==> config.mk <==
export PLATFORM = sky130hd
export DESIGN_NAME = ser_tx_arb
export DESIGN_NICKNAME = d
export VERILOG_FILES = /design/src/rtl/ser_tx_arb.sv
export SDC_FILE = /design/constraint.sdc
export NUM_CORES = 1
export LEC_CHECK = 0
export BUFFER_PORTS_ARGS = -buffer_cell sky130_fd_sc_hd__clkbuf_2
export CORE_AREA = 8 8 70 72
export CTS_BUF_LIST = sky130_fd_sc_hd__clkbuf_4
export DETAILED_ROUTE_END_ITERATION = 16
export DIE_AREA = 0 0 78 80
export PLACE_DENSITY = 0.78
export SLEW_MARGIN = 25
export SYNTH_ARGS = -nofsm -noshare
export SYNTH_HDL_FRONTEND = slang
export SYNTH_SLANG_ARGS = --single-unit
==> constraint.sdc <==
create_clock -name clk_50m -period 3 [get_ports clk_50m]
set_input_delay 0.6 -clock clk_50m [delete_from_list [all_inputs] [get_ports clk_50m]]
set_output_delay 0.6 -clock clk_50m [all_outputs]
set_load 0.01 [all_outputs]
==> src/rtl/ser_tx_arb.sv <==
// Two-requester round-robin arbiter feeding an 8N1 serial transmitter.
// One byte per frame; the loser of a tie goes first on the next one.
module ser_tx_arb #(
    parameter int CLKS_PER_BIT = 41667
) (
    input  logic       clk_50m,
    input  logic       rst_n,
    input  logic [7:0] req0_data,
    input  logic       req0_valid,
    output logic       req0_ready,
    input  logic [7:0] req1_data,
    input  logic       req1_valid,
    output logic       req1_ready,
    output logic       ser_tx,
    output logic       busy,
    output logic       last_grant
);

    localparam int CW = (CLKS_PER_BIT > 1) ? $clog2(CLKS_PER_BIT) : 1;
    localparam logic [CW-1:0] CNT_MAX = CW'(CLKS_PER_BIT - 1);
    localparam logic [CW-1:0] CNT_ONE = CW'(1);

    typedef enum logic [1:0] {
        IDLE,
        START,
        DATA,
        STOP
    } state_t;

    state_t        state_q;
    logic [CW-1:0] cnt_q;
    logic [2:0]    bit_q;
    logic [7:0]    shift_q;
    logic          tx_q;
    logic          last_q;

    logic          sel_d;
    logic          open_d;
    logic          cnt_zero;

    // Tie goes to whoever was not served last; otherwise the lone requester.
    assign sel_d      = (req0_valid & req1_valid) ? ~last_q : req1_valid;
    assign open_d     = rst_n & (state_q == IDLE);
    assign req0_ready = open_d & req0_valid & ~sel_d;
    assign req1_ready = open_d & req1_valid & sel_d;

    assign cnt_zero   = (cnt_q == '0);
    assign ser_tx     = tx_q;
    assign busy       = (state_q != IDLE);
    assign last_grant = last_q;

    always_ff @(posedge clk_50m or negedge rst_n) begin
        if (!rst_n) begin
            state_q <= IDLE;
            cnt_q   <= '0;
            bit_q   <= '0;
            shift_q <= '0;
            tx_q    <= 1'b1;
            last_q  <= 1'b1;
        end else begin
            unique case (state_q)
                IDLE: begin
                    tx_q <= 1'b1;
                    if (req0_ready | req1_ready) begin
                        state_q <= START;
                        shift_q <= req1_ready ? req1_data : req0_data;
                        last_q  <= req1_ready;
                        cnt_q   <= CNT_MAX;
                        tx_q    <= 1'b0;
                    end
                end
                START: begin
                    if (cnt_zero) begin
                        state_q <= DATA;
                        cnt_q   <= CNT_MAX;
                        bit_q   <= 3'd0;
                        tx_q    <= shift_q[0];
                    end else begin
                        cnt_q <= cnt_q - CNT_ONE;
                    end
                end
                DATA: begin
                    if (cnt_zero) begin
                        cnt_q <= CNT_MAX;
                        bit_q <= bit_q + 3'd1;
                        // Index wrap 7->0 marks the last data bit.
                        if (bit_q == 3'd7) begin
                            state_q <= STOP;
                            tx_q    <= 1'b1;
                        end else begin
                            shift_q <= shift_q >> 1;
                            tx_q    <= shift_q[1];
                        end
                    end else begin
                        cnt_q <= cnt_q - CNT_ONE;
                    end
                end
                STOP: begin
                    tx_q <= 1'b1;
                    if (cnt_zero) begin
                        state_q <= IDLE;
                    end else begin
                        cnt_q <= cnt_q - CNT_ONE;
                    end
                end
                default: begin
                    state_q <= IDLE;
                    tx_q    <= 1'b1;
                end
            endcase
        end
    end

endmodule

==> results of run 1 <==
==> per-layer routing <==
metal	GRT usage, %	vias up
met3	2.703	10
met2	25.81	49
li1	-	953
met4	7.407	0
met1	24.46	940
met5	0	-
==> through the flow <==
stage / cells / setup WS, ps / cell area [sq um] / total power, mW / hold slack, ps
finish: 309 / 232.8 / 2409 / 1.338 / 185.6
global placement: 301 / 470.0 / 2356 / 1.094 / 491.4
CTS: 309 / 223.5 / 2409 / 1.335 / 175.6
global route: 309 / 59.49 / 2409 / 1.438 / 190.7
detailed placement: 301 / 475.1 / 2356 / 1.099 / 489.9
floorplan: 230 / 670.1 / 2152 / 0.9670 / 304.4
==> cells by family after synthesis <==
family | Yosys count | share of synthesized area [%]
buf+inv | 33 | 5.814
flops | 31 | 36.16
simple gates | 75 | 21.28
fa+ha+maj | 9 | 5.233
mux | 11 | 5.698
compound gates | 71 | 25.81
==> registers in the layout, summed over array words and instances (netlist names) <==
signal	cells
bit_q	3
cnt_q	16
last_grant	1
ser_tx	1
shift_q	8
state_q	2
==> power groups by stage <==
stage                     clock, mW  combinational, mW  sequential [mW]
final                         0.236              0.415            0.687
after global routing          0.258              0.476            0.704
after CTS                     0.243              0.410            0.682
after detailed placement          0              0.408            0.690
after global placement            0              0.406            0.688
after floorplan                   0              0.327            0.640
==> layout make-up <==
type                    instances  area, sq um
clock inverters                 2        7.507
inverters                      21        78.83
fillers                       347         1448
flip-flops and latches         31        778.2
clock buffers                   6        45.04
well taps                      50        62.56
multi-input cells             166         1249
repair buffers                 33        187.7
==> Yosys cell counts, types with 2 or more instances <==
library cell and number:
ha_1 9, nor2_1 18, dfrtp_1 29, clkbuf_1 11, dfstp_2 2, mux2_2 10, a21o_1 2, inv_1 21
nand4_1 6, o21ai_0 11, a221oi_1 7, nor4_1 10, nor3_1 3, o211ai_1 8, a21oi_1 9, nand2_1 9
and2_1 2, o221ai_1 2, a22o_1 2, nor4_4 2, nor4b_2 2, or2_2 3, a32oi_1 2, a41oi_1 6
a31oi_1 2, o2111ai_1 4, nand3_1 12, o211a_1 4
==> worst paths after layout <==
| kind | cells after the start | to | slack [ps] |
|---|---|---|---|
| setup / recovery | 6 | req1_ready | 230 |
| hold / removal | 1 | cnt_q[15]$_DFFE_PN0P_ | 190 |
| setup reg to reg | 6 | shift_q[0]$_DFFE_PN0P_ | 530 |
| hold reg to reg | 2 | last_grant$_DFFE_PN1P_ | 510 |
| max in group asynchronous | 2 | last_grant$_DFFE_PN1P_ | 2150 |
| min in group clk_50m | 2 | last_grant$_DFFE_PN1P_ | 510 |
==> key figures, run 1 <==
Clock network
  • Clk buf depth: 2
  • Clock Pin Slew Worst Setup and Hold Paths: around 90 ps
  • TritonCTS buffer count: 5
  • Clk sink count: 31
  • Root Buffer: clkbuf_4
  • Post-cts sizing count: 0
  • # H-tree levels: 2
  • CTS Hold Bufs: 0
  • CTS tree: built
  • Clock Latency Late Sink: roughly 330 ps
  • Setup Buffers After CTS: 0

Worst setup path
  • Critical path, cell by cell: inv_1 > ha_1 > nand3_1 > or2_2 > inv_1 > clkbuf_2
  • CP max-delay cell: or2_2
  • CP endpoint kind: primary output
  • CP dominant cell by count: inv_1
  • Crit path launch type: register
  • Delay-heaviest family, CP: simple AND/OR/NAND/NOR gates
  • CP Launch Point: state_q[0]$_DFFE_PN0P_
  • CP Data Required Time: 2400 ps
  • Largest stage delay, worst path: roughly 450 ps
  • CP arrival: between 2000 and 2500 ps
  • CP max FO: 9
  • Crit Path Class: register to primary output
  • Reg2reg start: cnt_q[0]$_DFFE_PN0P_
  • Bufs and invs on worst path: 3

Route
  • Met2 routed WL: 2316 um
  • Top sig layer: met4
  • Post-Route WL: slightly above 5000 um
  • DRT iter0 DRCs: 179
  • 1st-pass router iterations: 4
  • Wire length on met1: 2564 um
  • Wire length on met3: 211 um
  • Residual DRC: 0
  • Via count: 1952
  • Vias per inst: between 6 and 7
  • Wire length per cell: approximately 17 um
  • Routed Antenna Nets: 0

Global route
  • GR Util All Layers: 17.40%
  • Largest net degree at the start of global routing: 26
  • Global-route wire length before repair: 8838 um
  • Vias in the first global route: 1890
  • Initial antenna violation count: 0
  • Grt total ovfl: 0

Pwr
  • Worst vdd ir: between 0.3 and 0.4 mV
  • P_int: 0.8177 mW
  • Power Density: 555.7 nW/um^2
  • Reg power frac: 51.3%
  • Leakage: 1.086 nW
  • Sw power: about 0.52 mW
  • Clock share of power: 17.7%
  • Switching fraction of total power: 38.90%
  • Comb power frac: between 30 and 40%

STA
  • Setup Skew: 4.132 ps
  • Slew Viols, Final: 0
  • Slew @ Worst Pin: 766.9 ps
  • F_max: 0.3614 GHz
  • RSZ-0062 raised after global routing: no
  • Final setup viols: 0
  • Fin. Hold Viols: 0
  • Fin crit share: 92.24%
  • Rel. slew slack: 48.87%
  • Final TNS setup: 0 ps
  • Min Tclk post-route: 2767 ps

Finish
  • Final Util: a little over three fifths
  • Layout cells sized above 1: 24.32%
  • Antenna diodes: 0
  • Commonest cells after routing, fill and taps aside: dfrtp_1 (29), clkbuf_2 (24), inv_1 (21), nor2_1 (18), nand3_1 (12)
  • # nets final: 287
  • Area Growth Syn to Fin: 11.92%
  • Commonest non-fill, non-tap cell in the layout: dfrtp_1

Die
  • Site Rows: 23
  • IO Count: 25
  • Die footprint: 6240 sq um
  • Die H: 80 um
  • Core ar.: 3856 sq um
  • Die W: 78 um
  • Starting density of the core: 55.81%

Synthesis
  • Library cells used by synthesis: 50
  • Post-Syn Nets: 259
  • Register area share after synthesis: 36.16%
  • Mapped Cells: 230
  • Synth area leader: dfrtp_1
  • Mapped cell area: 2152 sq um
  • Warnings from Yosys: 0
  • Ys async rst share: 100.0%
  • Largest cells by area after synthesis: dfrtp_1 (34%), ha_1 (5.2%), mux2_2 (5.2%)
  • EDFF count, synth: 0
  • Area share of the largest cell type after synthesis: 33.72%
  • Yosys reg bits: 31
  • Syn Area/Cell: between 9 and 10 sq um
  • Synth Flop Type: dfrtp_1

Placed design
  • Hpwl dp: 3887 um
  • I/O Buffers: 24
  • GPL Wtd Cong: 0.8631

Worst hold path
  • Worst Hold Class: input port to async pin

Outcome
  • Status: complete, no violations

Job
  • Max Cap Violations: 0
Power figures use the tool's default switching activity.
==> run 2, diff against run 1 <==
--- a/config.mk
+++ b/config.mk
@@ -5,12 +5,13 @@
 export SDC_FILE = /design/constraint.sdc
 export NUM_CORES = 1
 export LEC_CHECK = 0
+export ABC_AREA = 1
 export BUFFER_PORTS_ARGS = -buffer_cell sky130_fd_sc_hd__clkbuf_2
-export CORE_AREA = 8 8 70 72
+export CORE_AREA = 8 8 71 73
 export CTS_BUF_LIST = sky130_fd_sc_hd__clkbuf_4
 export DETAILED_ROUTE_END_ITERATION = 16
-export DIE_AREA = 0 0 78 80
-export PLACE_DENSITY = 0.78
+export DIE_AREA = 0 0 79 81
+export PLACE_DENSITY = 0.79
 export SLEW_MARGIN = 25
 export SYNTH_ARGS = -nofsm -noshare
 export SYNTH_HDL_FRONTEND = slang
==> key figures, run 2 <==
Route
  • 1st-pass router iterations: 5 (+1)
  • Post-Route WL: 5110 um (-1.4%)
  • Vias per inst: 5.299 (-16%)
  • Via count: 2109 (+8.0%)
  • Residual DRC: 0 (unchanged)
  • DRT iter0 DRCs: 147 (-18%)
  • Wire length per cell: 12.84 um (-23%)
  • Routed Antenna Nets: 0 (unchanged)

Placed design
  • Place WS: 850.7 ps (+375.6 ps)
  • Area post-placement: 2426 sq um (+3.0%)
  • GPL Wtd Cong: 0.9089 (+5.3%)
  • Hpwl dp: 3998 um (+2.9%)
  • I/O Buffers: 24 (unchanged)
  • Placed cells: 390 (+30%)

Die
  • Starting density of the core: 57.90% (+2.1 points)
  • Site Rows: 23 (unchanged)
  • Die H: 81 um (+1.3%)
  • IO Count: 25 (unchanged)
  • Die footprint: 6399 sq um (+2.5%)
  • Core ar.: 3914 sq um (+1.5%)
  • Die W: 79 um (+1.3%)

STA
  • Rel. slew slack: 66.58% (+18 points)
  • Final Hold Slack: 311.5 ps (+125.8 ps)
  • Final setup viols: 0 (unchanged)
  • Min Tclk post-route: 2296 ps (-471.1 ps)
  • RSZ-0062 raised after global routing: no
  • Final worst slack: 703.9 ps (+471.1 ps)
  • F_max: 0.4355 GHz (+21%)
  • Fin. Hold Viols: 0 (unchanged)
  • Final TNS setup: 0 ps (unchanged)
  • Fin crit share: 76.54% (-16 points)
  • Setup Skew: 6.950 ps (+2.818 ps)
  • Slew Viols, Final: 0 (unchanged)
  • Slew @ Worst Pin: 500.8 ps (-266.1 ps)

Finish
  • Top reg by flops: cnt_q
  • Footprint of the multi-input gates: 1305 sq um (+4.5%)
  • Top Registers: cnt_q x16, shift_q x8, bit_q x3
  • Commonest cells after routing, fill and taps aside: nand2_1 (96), nand3_1 (38), nor2_1 (36), inv_1 (35), dfrtp_1 (29)
  • Layout cells sized above 1: 20.11% (-4.2 points)
  • Final std cells w/o fill: 398 (+29%)
  • Max reg flops: 16 (unchanged)
  • Area Growth Syn to Fin: 10.44%
  • Antenna diodes: 0 (unchanged)
  • FF/Latch Area: 778.2 sq um (unchanged)
  • Design area: 2502 sq um (+3.9%)
  • Commonest non-fill, non-tap cell in the layout: nand2_1
  • # nets final: 376 (+31%)
  • Fillcell total: 360 (+3.7%)

Global route
  • Grt total ovfl: 0 (unchanged)
  • GR Util All Layers: 17.14% (-0.25 points)
  • Initial antenna violation count: 0 (unchanged)
  • Largest net degree at the start of global routing: 32 (+23%)
  • Global-route wire length before repair: 8887 um (+0.55%)
  • Vias in the first global route: 2002 (+5.9%)

Pwr
  • Power Density: 1037 nW/um^2 (+87%)
  • Sw power: 1.321 mW (+150%)
  • Clock share of power: 12.1% (-5.6 points)
  • Reg power frac: 28.3% (-23 points)
  • Switching fraction of total power: 50.89% (+12 points)
  • Comb power frac: 59.7% (+29 points)
  • Worst vdd ir: 0.5578 mV (+65%)
  • Leakage: 1.315 nW (+21%)
  • P_int: 1.274 mW (+56%)

Worst hold path
  • Worst Hold Class: input port to async pin

Clock network
  • CTS tree: built
  • # H-tree levels: 2 (unchanged)
  • Setup Buffers After CTS: 0 (unchanged)
  • Clock Pin Slew Worst Setup and Hold Paths: 100 ps (about the same)
  • Root Buffer: clkbuf_4
  • Post-cts sizing count: 0 (unchanged)
  • Clk buf depth: 2 (unchanged)
  • Clk sink count: 31 (unchanged)
  • CTS Hold Bufs: 0 (unchanged)
  • TritonCTS buffer count: 5 (unchanged)
  • Clock Latency Late Sink: 330 ps (about the same)

Worst setup path
  • CP arrival: 1700 ps (-470 ps)
  • CP endpoint kind: primary output
  • CP Data Required Time: 2400 ps (about the same)
  • CP max FO: 4 (-5)
  • Crit path launch type: register
  • Crit Path Class: register to primary output

Synthesis
  • Synth Flop Type: dfrtp_1
  • EDFF count, synth: 0 (unchanged)
  • Yosys reg bits: 31 (unchanged)
  • Warnings from Yosys: 0 (unchanged)
  • Mapped Cells: 320 (+39%)
  • Mapped cell area: 2266 sq um (+5.3%)
  • Largest cells by area after synthesis: dfrtp_1 (32%), nand2_1 (16%), nand3_1 (8.4%)
  • Post-Syn Nets: 349 (+35%)
  • Syn Area/Cell: 7.081 sq um (-24%)
  • Library cells used by synthesis: 35 (-30%)
  • Register area share after synthesis: 34.35% (-1.8 points)
  • Commonest cells post-synth: nand2_1 (96), nand3_1 (38), nor2_1 (36), inv_1 (35), dfrtp_1 (29)
  • Ys async rst share: 100.0% (unchanged)
  • Area share of the largest cell type after synthesis: 32.03% (-1.7 points)
  • Synth area leader: dfrtp_1
  • Most numerous cell in the Yosys netlist: nand2_1

Outcome
  • Status: complete, no violations

Job
  • Max Cap Violations: 0 (unchanged)
[run 2: cell types whose count changed in the layout (fill, tap and decap cells not counted), moves of 7 or more]
cell | previous run | this run
a21oi_1 | 9 | 2
a221oi_1 | 7 | 0
buf_4 | 9 | 2
inv_1 | 21 | 35
mux2_2 | 10 | 0
nand2_1 | 9 | 96
nand3_1 | 12 | 38
nor2_1 | 18 | 36
nor2_2 | 0 | 13
nor4_1 | 10 | 0
[run 2: worst paths after layout]
path | startpoint | to | slack (ps) | cells after the start
setup reg to reg | state_q[0]$_DFFE_PN0P_ | shift_q[2]$_DFFE_PN0P_ | 810 | 8
max in group asynchronous | rst_n | last_grant$_DFFE_PN1P_ | 2380 | 2
setup / recovery | state_q[0]$_DFFE_PN0P_ | req0_ready | 700 | 7
hold reg to reg | last_grant$_DFFE_PN1P_ | last_grant$_DFFE_PN1P_ | 480 | 2
min in group clk_50m | last_grant$_DFFE_PN1P_ | last_grant$_DFFE_PN1P_ | 480 | 2
hold / removal | rst_n | shift_q[6]$_DFFE_PN0P_ | 310 | 2
[run 2: logic make-up after synthesis]
group                    Yosys count  synth area share, %
AND/OR/NAND/NOR                  203                41.58
buffers and inverters             44                8.062
XOR/XNOR                           3                1.160
AO/OA/AOI/OAI                     29                9.443
adder cells (fa/ha/maj)            9                4.970
multiplexers                       1               0.4418
flip-flops                        31                34.35
[run 2: area by class of cell]
type | instances | area share (%)
clock inverter | 3 | 1.550
sequential | 31 | 31.10
multi-input combinational | 245 | 52.15
inverter | 38 | 5.800
tap | 50 | 2.500
clock buffer | 5 | 1.500
timing repair buffer | 26 | 5.400
[run 2: worst max-delay path: stages (launching register included)]
cell and delay (ps):
dfrtp_1 430, inv_1 120, ha_1 250, nand2_1 110
nor2_1 130, inv_1 70, a21oi_1 110, clkbuf_2 140
[run 2: metrics by stage]
| step | util (%) | power, mW |
|---|---|---|
| final | 63.94 | 2.595 |
| after detailed placement | 61.99 | 2.277 |
| after CTS | 63.94 | 2.597 |
| after floorplan | - | 1.953 |
| after global placement | 61.99 | 2.243 |
| after global routing | 63.94 | 2.842 |
[run 2: per-layer routing]
metal / vias to the layer above / wire length [um] / global-route usage, %
met5: - / 0 / 0
met3: 7 / 285 / 4.194
met2: 57 / 2312 / 27.12
met4: 0 / 59 / 4.444
met1: 963 / 2452 / 22.91
li1: 1082 / - / -
[run 2: power by group through the flow]
stage          logic (mW)  registers [mW]  clock network [mW]
6_report             1.55           0.734               0.313
5_1_grt              1.75           0.750               0.341
4_1_cts              1.55           0.730               0.320
3_5_place_dp         1.54           0.738                   0
3_3_place_gp         1.51           0.735                   0
2_1_floorplan        1.24           0.712                   0
